===== src/rtl/switch_config_loader.sv =====
// switch_config_loader
//   Sequences configuration of a daisy-chain of NUM_BOXES switch boxes. Config
//   words arrive one per box on a valid/ready stream. Each accepted word is
//   registered onto cfg_out and announced with a one-cycle cfg_shift strobe.
//   Every 2-bit mux-select field of each word is checked. The value 2'b11 is
//   illegal for a 3:1 mux. The index of the first offending word is recorded,
//   and the error flag stays set until the next start.
//
// Ports
//   clk        rising-edge clock
//   reset      synchronous, active-high reset
//   start      begin a load sequence (sampled in IDLE only)
//   cfg_valid  host presents a word on cfg_data
//   cfg_data   config word; bits [2i+1:2i] form select field i
//   cfg_ready  loader accepts cfg_data this cycle (high in LOAD only)
//   cfg_out    registered word driven to the switch-box chain
//   cfg_shift  one-cycle strobe: chain captures cfg_out
//   busy       high while in LOAD or DONE
//   done       one-cycle pulse marking sequence completion
//   cfg_err    sticky flag: an accepted word contained a 2'b11 field
//   err_index  0-based index of the first offending word
module switch_config_loader #(
  parameter int NUM_BOXES = 4,
  parameter int CFG_W     = 16,
  parameter int CNT_W     = $clog2(NUM_BOXES + 1)
) (
  input  logic             clk,
  input  logic             reset,
  input  logic             start,
  input  logic             cfg_valid,
  input  logic [CFG_W-1:0] cfg_data,
  output logic             cfg_ready,
  output logic [CFG_W-1:0] cfg_out,
  output logic             cfg_shift,
  output logic             busy,
  output logic             done,
  output logic             cfg_err,
  output logic [CNT_W-1:0] err_index
);

  typedef enum logic [1:0] {
    ST_IDLE = 2'b00,
    ST_LOAD = 2'b01,
    ST_DONE = 2'b10
  } state_e;

  localparam logic [CNT_W-1:0] LAST_IDX = CNT_W'(NUM_BOXES - 1);

  // True when any 2-bit select field of the word holds the illegal code 2'b11.
  function automatic logic has_bad_field(input logic [CFG_W-1:0] word);
    logic bad;
    bad = 1'b0;
    for (int i = 0; i < CFG_W / 2; i++) begin
      if (word[2*i +: 2] == 2'b11) begin
        bad = 1'b1;
      end else begin
        bad = bad;
      end
    end
    return bad;
  endfunction

  state_e           state_q, state_d;
  logic [CNT_W-1:0] count_q, count_d;
  logic [CFG_W-1:0] out_q, out_d;
  logic             shift_q, shift_d;
  logic             done_q, done_d;
  logic             err_q, err_d;
  logic [CNT_W-1:0] idx_q, idx_d;
  logic             xfer_s;

  // Ready depends on state only, so the host can never combinationally loop
  // through valid.
  assign cfg_ready = (state_q == ST_LOAD);
  assign xfer_s    = cfg_valid & cfg_ready;

  // Next-state and datapath update for the load sequencer.
  always_comb begin
    state_d = state_q;
    count_d = count_q;
    out_d   = out_q;
    shift_d = 1'b0;
    done_d  = 1'b0;
    err_d   = err_q;
    idx_d   = idx_q;
    case (state_q)
      ST_IDLE: begin
        if (start) begin
          state_d = ST_LOAD;
          count_d = {CNT_W{1'b0}};
          err_d   = 1'b0;
          idx_d   = {CNT_W{1'b0}};
        end else begin
          state_d = ST_IDLE;
        end
      end
      ST_LOAD: begin
        if (xfer_s) begin
          out_d   = cfg_data;
          shift_d = 1'b1;
          // Only the first offending word is recorded.
          if (has_bad_field(cfg_data) && !err_q) begin
            err_d = 1'b1;
            idx_d = count_q;
          end else begin
            err_d = err_q;
          end
          // The counter saturates at the last index instead of wrapping.
          // done is registered together with the final shift, so the two
          // coincide.
          if (count_q == LAST_IDX) begin
            state_d = ST_DONE;
            done_d  = 1'b1;
          end else begin
            count_d = count_q + CNT_W'(1);
          end
        end else begin
          state_d = ST_LOAD;
        end
      end
      ST_DONE: begin
        state_d = ST_IDLE;
      end
      default: begin
        state_d = ST_IDLE;
      end
    endcase
  end

  // State and output registers with synchronous reset.
  always_ff @(posedge clk) begin
    if (reset) begin
      state_q <= ST_IDLE;
      count_q <= {CNT_W{1'b0}};
      out_q   <= {CFG_W{1'b0}};
      shift_q <= 1'b0;
      done_q  <= 1'b0;
      err_q   <= 1'b0;
      idx_q   <= {CNT_W{1'b0}};
    end else begin
      state_q <= state_d;
      count_q <= count_d;
      out_q   <= out_d;
      shift_q <= shift_d;
      done_q  <= done_d;
      err_q   <= err_d;
      idx_q   <= idx_d;
    end
  end

  assign cfg_out   = out_q;
  assign cfg_shift = shift_q;
  assign done      = done_q;
  assign busy      = (state_q == ST_LOAD) || (state_q == ST_DONE);
  assign cfg_err   = err_q;
  assign err_index = idx_q;

endmodule

===== config.mk =====
export PLATFORM = sky130hd
export DESIGN_NAME = switch_config_loader
export DESIGN_NICKNAME = d
export VERILOG_FILES = /design/src/rtl/switch_config_loader.sv
export SDC_FILE = /design/constraint.sdc
export NUM_CORES = 1
export LEC_CHECK = 0
export BUFFER_PORTS_ARGS = -buffer_cell sky130_fd_sc_hd__buf_2
export CAP_MARGIN = 20
export CORE_ASPECT_RATIO = 0.7
export CORE_MARGIN = 3
export CORE_UTILIZATION = 45
export DETAILED_ROUTE_END_ITERATION = 8
export PLACE_DENSITY = 0.75
export SLEW_MARGIN = 25
export SYNTH_ARGS = -nofsm -noshare
export SYNTH_HDL_FRONTEND = slang
export SYNTH_SLANG_ARGS = --single-unit

===== constraint.sdc =====
create_clock -name clk -period 2.84 [get_ports clk]
set_input_delay 0.426 -clock clk [delete_from_list [all_inputs] [get_ports clk]]
set_output_delay 0.426 -clock clk [all_outputs]
set_load 0.1 [all_outputs]

# --- After elaboration in Yosys (flattened, before gate mapping) ---
# Index checks and enable logic that the tools add are counted.
# W data, S select, Z words.
classes:
  addsub: 1
  eq_ne: 16
  muxes: 27
  n_bitwise: 3
  reduce_logical: 10
op_table:
  columns: ["cell", "count"]
  rows:
  - ["$eq A2 B2 Y1 const B", 9]
  - ["$mux W1", 16]
  - ["$mux W3", 5]
  - ["$pmux W3 S2", 2]
  - ["$reduce_and A4 Y1", 2]
  - ["$mux W2", 2]
  - ["$ne A2 B1 Y1 const B", 2]
  - ["$ne A2 B2 Y1 const B", 2]
  - ["$pmux W2 S2", 1]
  - ["$add A3 B1 Y3 const B", 1]
  - ["$eq A3 B2 Y1 const B", 1]
  - ["$ne A3 B2 Y1 const B", 1]
  - ["$reduce_or A3 Y1", 1]
  - ["$eq A2 B1 Y1 const B", 1]
  - ["$logic_not A2 Y1", 1]
  - ["$not A1 Y1", 2]
  - ["$pmux W1 S2", 1]
  - ["$reduce_and A2 Y1", 1]
  - ["$reduce_bool A2 Y1", 1]
  - ["$reduce_or A2 Y1", 1]
  - ["$and A1 B1 Y1", 1]
  - ["$logic_and A1 B1 Y1", 1]
  - ["$logic_not A1 Y1", 1]
  - ["$logic_or A1 B1 Y1", 1]
word_totals:
  regBits: 27
  output_inout_bits: 24
  word_cells: 64

# --- Logic depth before layout (Yosys ltp) ---
depth:
  depth_word: 15
  mapped_depth: 7

# --- Worst setup path after synthesis ---
# No wires, ideal clock.
synth_timing:
  kind: "flip-flop to flip-flop"
  startpoint: "register state_q[1]"
  endpoint: "register count_q[0]"
  t_arrival_ps: 2015
  t_required_ps: 2712
  slack_ps: 697
  path_stages_with_launch: 7
  n_path_buf: 0
  synth_period_minus_slack_ps: 2143
  cell_sequence: "dfxtp_1 -> inv_1 -> ha_1 -> mux2i_1 -> a21oi_1 -> mux2i_1 -> nor2_1"
synth_via:
  elab_chain_len: 4
  word_cells_on_any_way: 9
synth_lines:
  columns: ["item", "line", "rtl"]
  rows:
  - ["start, declared", "63", "state_e state_q, state_d;"]
  - ["start signal, assigned", "141", "state_q <= state_d;"]
  - ["$eq A2 B1 Y1 (*)", "74", "assign cfg_ready = (state_q == ST_LOAD);"]
  - ["net cfg_ready", "32", "output logic cfg_ready,"]
  - ["$and A1 B1 Y1", "75", "assign xfer_s = cfg_valid & cfg_ready;"]
  - ["$ne A2 B1 Y1 (no line)", null, null]
  - ["$reduce_and A4 Y1 (no line)", null, null]
  - ["end signal, assigned", "134", "count_q <= {CNT_W{1'b0}};"]
  - ["end signal, assigned", "142", "count_q <= count_d;"]
  - ["end, declared", "64", "logic [CNT_W-1:0] count_q, count_d;"]
# Mark *: on every way through the listed nets, which the timed path passes. The rest lies on a longest branch.
# A chain may end at the register's enable or synchronous reset.

# --- Worst setup path after layout ---
layout_timing:
  startpoint: "register state_q[1]"
  endpoint: "output cfg_ready"
layout_via:
  elab_chain_len: 1
layout_lines:
  columns: ["item", "line"]
  rows:
  - ["$eq A2 B1 Y1", "74"]
  - ["end, declared", "32"]
# No other way between the ends.

==> impl_metrics.yaml <==
finish:
  nets: 200
  fillers: 218
  drive_above_1_share_pct: 29.7
  diodes: 0
  synthToLayoutAreaGrowth_pct: 22.4
cts:
  htreeDepth: 1
  cts_root_buffer: "clkbuf_4"
  hold_buffers: 0
  clk_pin_slew_ns: 0.14
  ctsResizeCount: 0
  clock_sinks: 27
  cts_buffers: 3
  cts_tree: "built"
  cts_setup_buffers: 0
  ctsLongestPathBuffers: 2
  clk_latency_ns: 0.32
setup_path:
  reg2reg_slack_ns: 1.04
  cp-end-kind: "primary output"
  worst_setup_path_start_kind: "flop"
  critPathMaxFanout: 15
  setup.worst_path.class: "reg -> out"
  cp.required_ns: 2.41
  r2r_end: "count_q[1]"
  cp_data_arrival_time_ns: 1.68
  reg2reg_depth: 6
  reg2reg_from: "state_q[1]"
route:
  vias_per_cell: 4.83
  detail_route.wirelength_um: 2340
  drt-pass1-iter-count: 4
  drc: 0
  dr_total_vias: 999
  wl_per_cell_um: 11.3
  drt_iter0_drc: 50
  ant_nets: 0
global_route:
  grt_antenna_before_repair: 0
  grt_pass1_wl_um: 3640
  grt_usage_pct: 15.4
  grt_max_degree: 29
  grt_pass1_vias: 866
  overflow: 0
placed_design:
  pre_cts_slack_ns: 1.09
  place_congestion: 0.726
  port_buffers: 43
  hpwl_um: 1880
logic_synthesis:
  ys_top_cells_by_count: "nand2_1, dfxtp_1, a21oi_1"
  yosys_warnings: 0
  synth_nets: 159
  ys_seq_area_share_pct: 48.1
  netlist_area_um2: 1120
  synth.most_common_cell: "nand2_1"
  syn_area_per_cell_um2: 8.33
  synth_area_leaders: "dfxtp_1, nand2_1, a21oi_1"
  ys_seq_elements: 27
  synth_edf_count: 0
  synth-async-reset-ratio_pct: 0
  yosysTopAreaCellShare_pct: 48.1
  ys_types: 23
  netlist_instances: 135
  ys.flop_type: "dfxtp_1"
  yosysTopAreaCell: "dfxtp_1"
power:
  net-switching-power_mw: 0.274
  p_leak_nw: 0.630
  power_frac_seq_pct: 52.5
  swShare_pct: 35.9
  power.density_nw_per_um2: 555
  ir_worst_vdd_v: 0.000343
  clkPwrFrac_pct: 20.6
  power_frac_comb_pct: 26.9
  internal-power_mw: 0.490
min_path:
  hold_path.class: "in -> reg"
  hold_end: "cfg_out[4]"
  min-delay-start: "cfg_data[4]"
  worstHoldPathCells: 3
sta:
  finalSetupViolations: 0
  fin_crit_sh_pct: 74.1
  grt_setup_unrepaired: "no"
  setup-tns-final_ns: 0
  hold_viol: 0
  relSlewSlack_pct: 63.9
  fin_ws_ns: 0.736
  maxClockFrequency_ghz: 0.475
  drv_slew: 0
  fin_crit_ns: 2.10
  worst_pin_slew_ns: 0.540
  finalClockSkew_ns: 0.0126
floorplanning:
  dieArea_um2: 3150
  fp.dieW_um: 65.8
  die_y_um: 47.8
  initial_utilization_pct: 49.8
  core-area_um2: 2260
  row_count: 14
  io_pins: 44
flow_run:
  drv_cap: 0
outcome:
  outcome: "finished, final reports clean"
logic make-up after synthesis:
family                     count (synthesis)  synth area share (%)
and+or+nand+nor                           61                  24.2
DFF                                       27                  48.1
AOI/OAI and AO/OA                         26                  12.9
buffers and inverters                     10                  3.78
muxes                                      7                  6.56
adders and majority gates                  4                  4.45
metal layers:
metal  GRT usage, %  wire (um)  vias up  share of wire (%)
met5              0          0        -                  0
met2           26.7       1100       22                 47
met4           2.48         11        0               0.47
li1               -          -      527                  -
met3           6.10        145        2                6.2
met1           18.8       1080      448                 46
worst max-delay path, cell delays in order (launching register included):
cell and delay [ns]:
dfxtp_1 0.35, inv_1 0.08, ha_1 0.42, buf_2 0.51
power by group through the flow:
stage / combinational [mW] / clock [mW] / sequential, mW
after floorplan: 0.0834 / 0 / 0.494
after global placement: 0.203 / 0 / 0.409
after detailed placement: 0.207 / 0 / 0.409
after CTS: 0.207 / 0.166 / 0.401
after global routing: 0.219 / 0.183 / 0.403
final: 0.206 / 0.157 / 0.401
final cells by class:
type                       count  area, um2  area share [%]
clock buffer                   3       22.5            1.64
multi-input combinational     98        542            39.4
sequential                    27        541            39.3
inverter                       3       11.3           0.818
tap                           32       40.0            2.91
clock inverter                 1       5.00           0.364
timing repair buffer          43        215            15.6
flip-flops by register name (all words and copies together) (netlist names):
name and flops:
cfg_out 16, done 1, err_index 3, cfg_shift 1, state_q 2, cfg_err 1
count_q 3
placed cells by master (no fill, tap or decap), types with 2 or more instances in the layout:
cell type  netlist  layout
nand2b_1         2       2
nor2b_1          3       3
a22oi_1          4       4
and2_1           3       3
buf_2            3      43
inv_1            3       3
ha_1             4       4
mux2_2           3       3
clkbuf_4         0       3
nor3b_1          3       3
nor2_1           8       8
mux2i_1          4       4
a21oi_1         19      19
dfxtp_1         27      27
nand2_1         38      38
worst max path at each step:
stage               start          to  cells after the start
6_report       state_q[1]   cfg_ready                      3
3_3_place_gp   state_q[1]   cfg_ready                      3
3_5_place_dp   state_q[1]  count_q[1]                      6
4_1_cts        state_q[1]   cfg_ready                      3
5_1_grt        state_q[1]   cfg_ready                      3
2_1_floorplan  state_q[1]  count_q[0]                      6
metrics by stage:
stage                     std cells  hold slack (ns)  instance area, um2  utilization [%]  power (mW)
after floorplan                 135            0.440                1120                -       0.577
after global placement          203            0.438                1350             59.7       0.612
after detailed placement        203            0.446                1350             59.7       0.616
after CTS                       207            0.326                1380             60.9       0.774
after global routing            207            0.312                1380             60.9       0.805
final                           207            0.334                1380             60.9       0.764
Note: power is estimated with default switching activity, not from simulation.
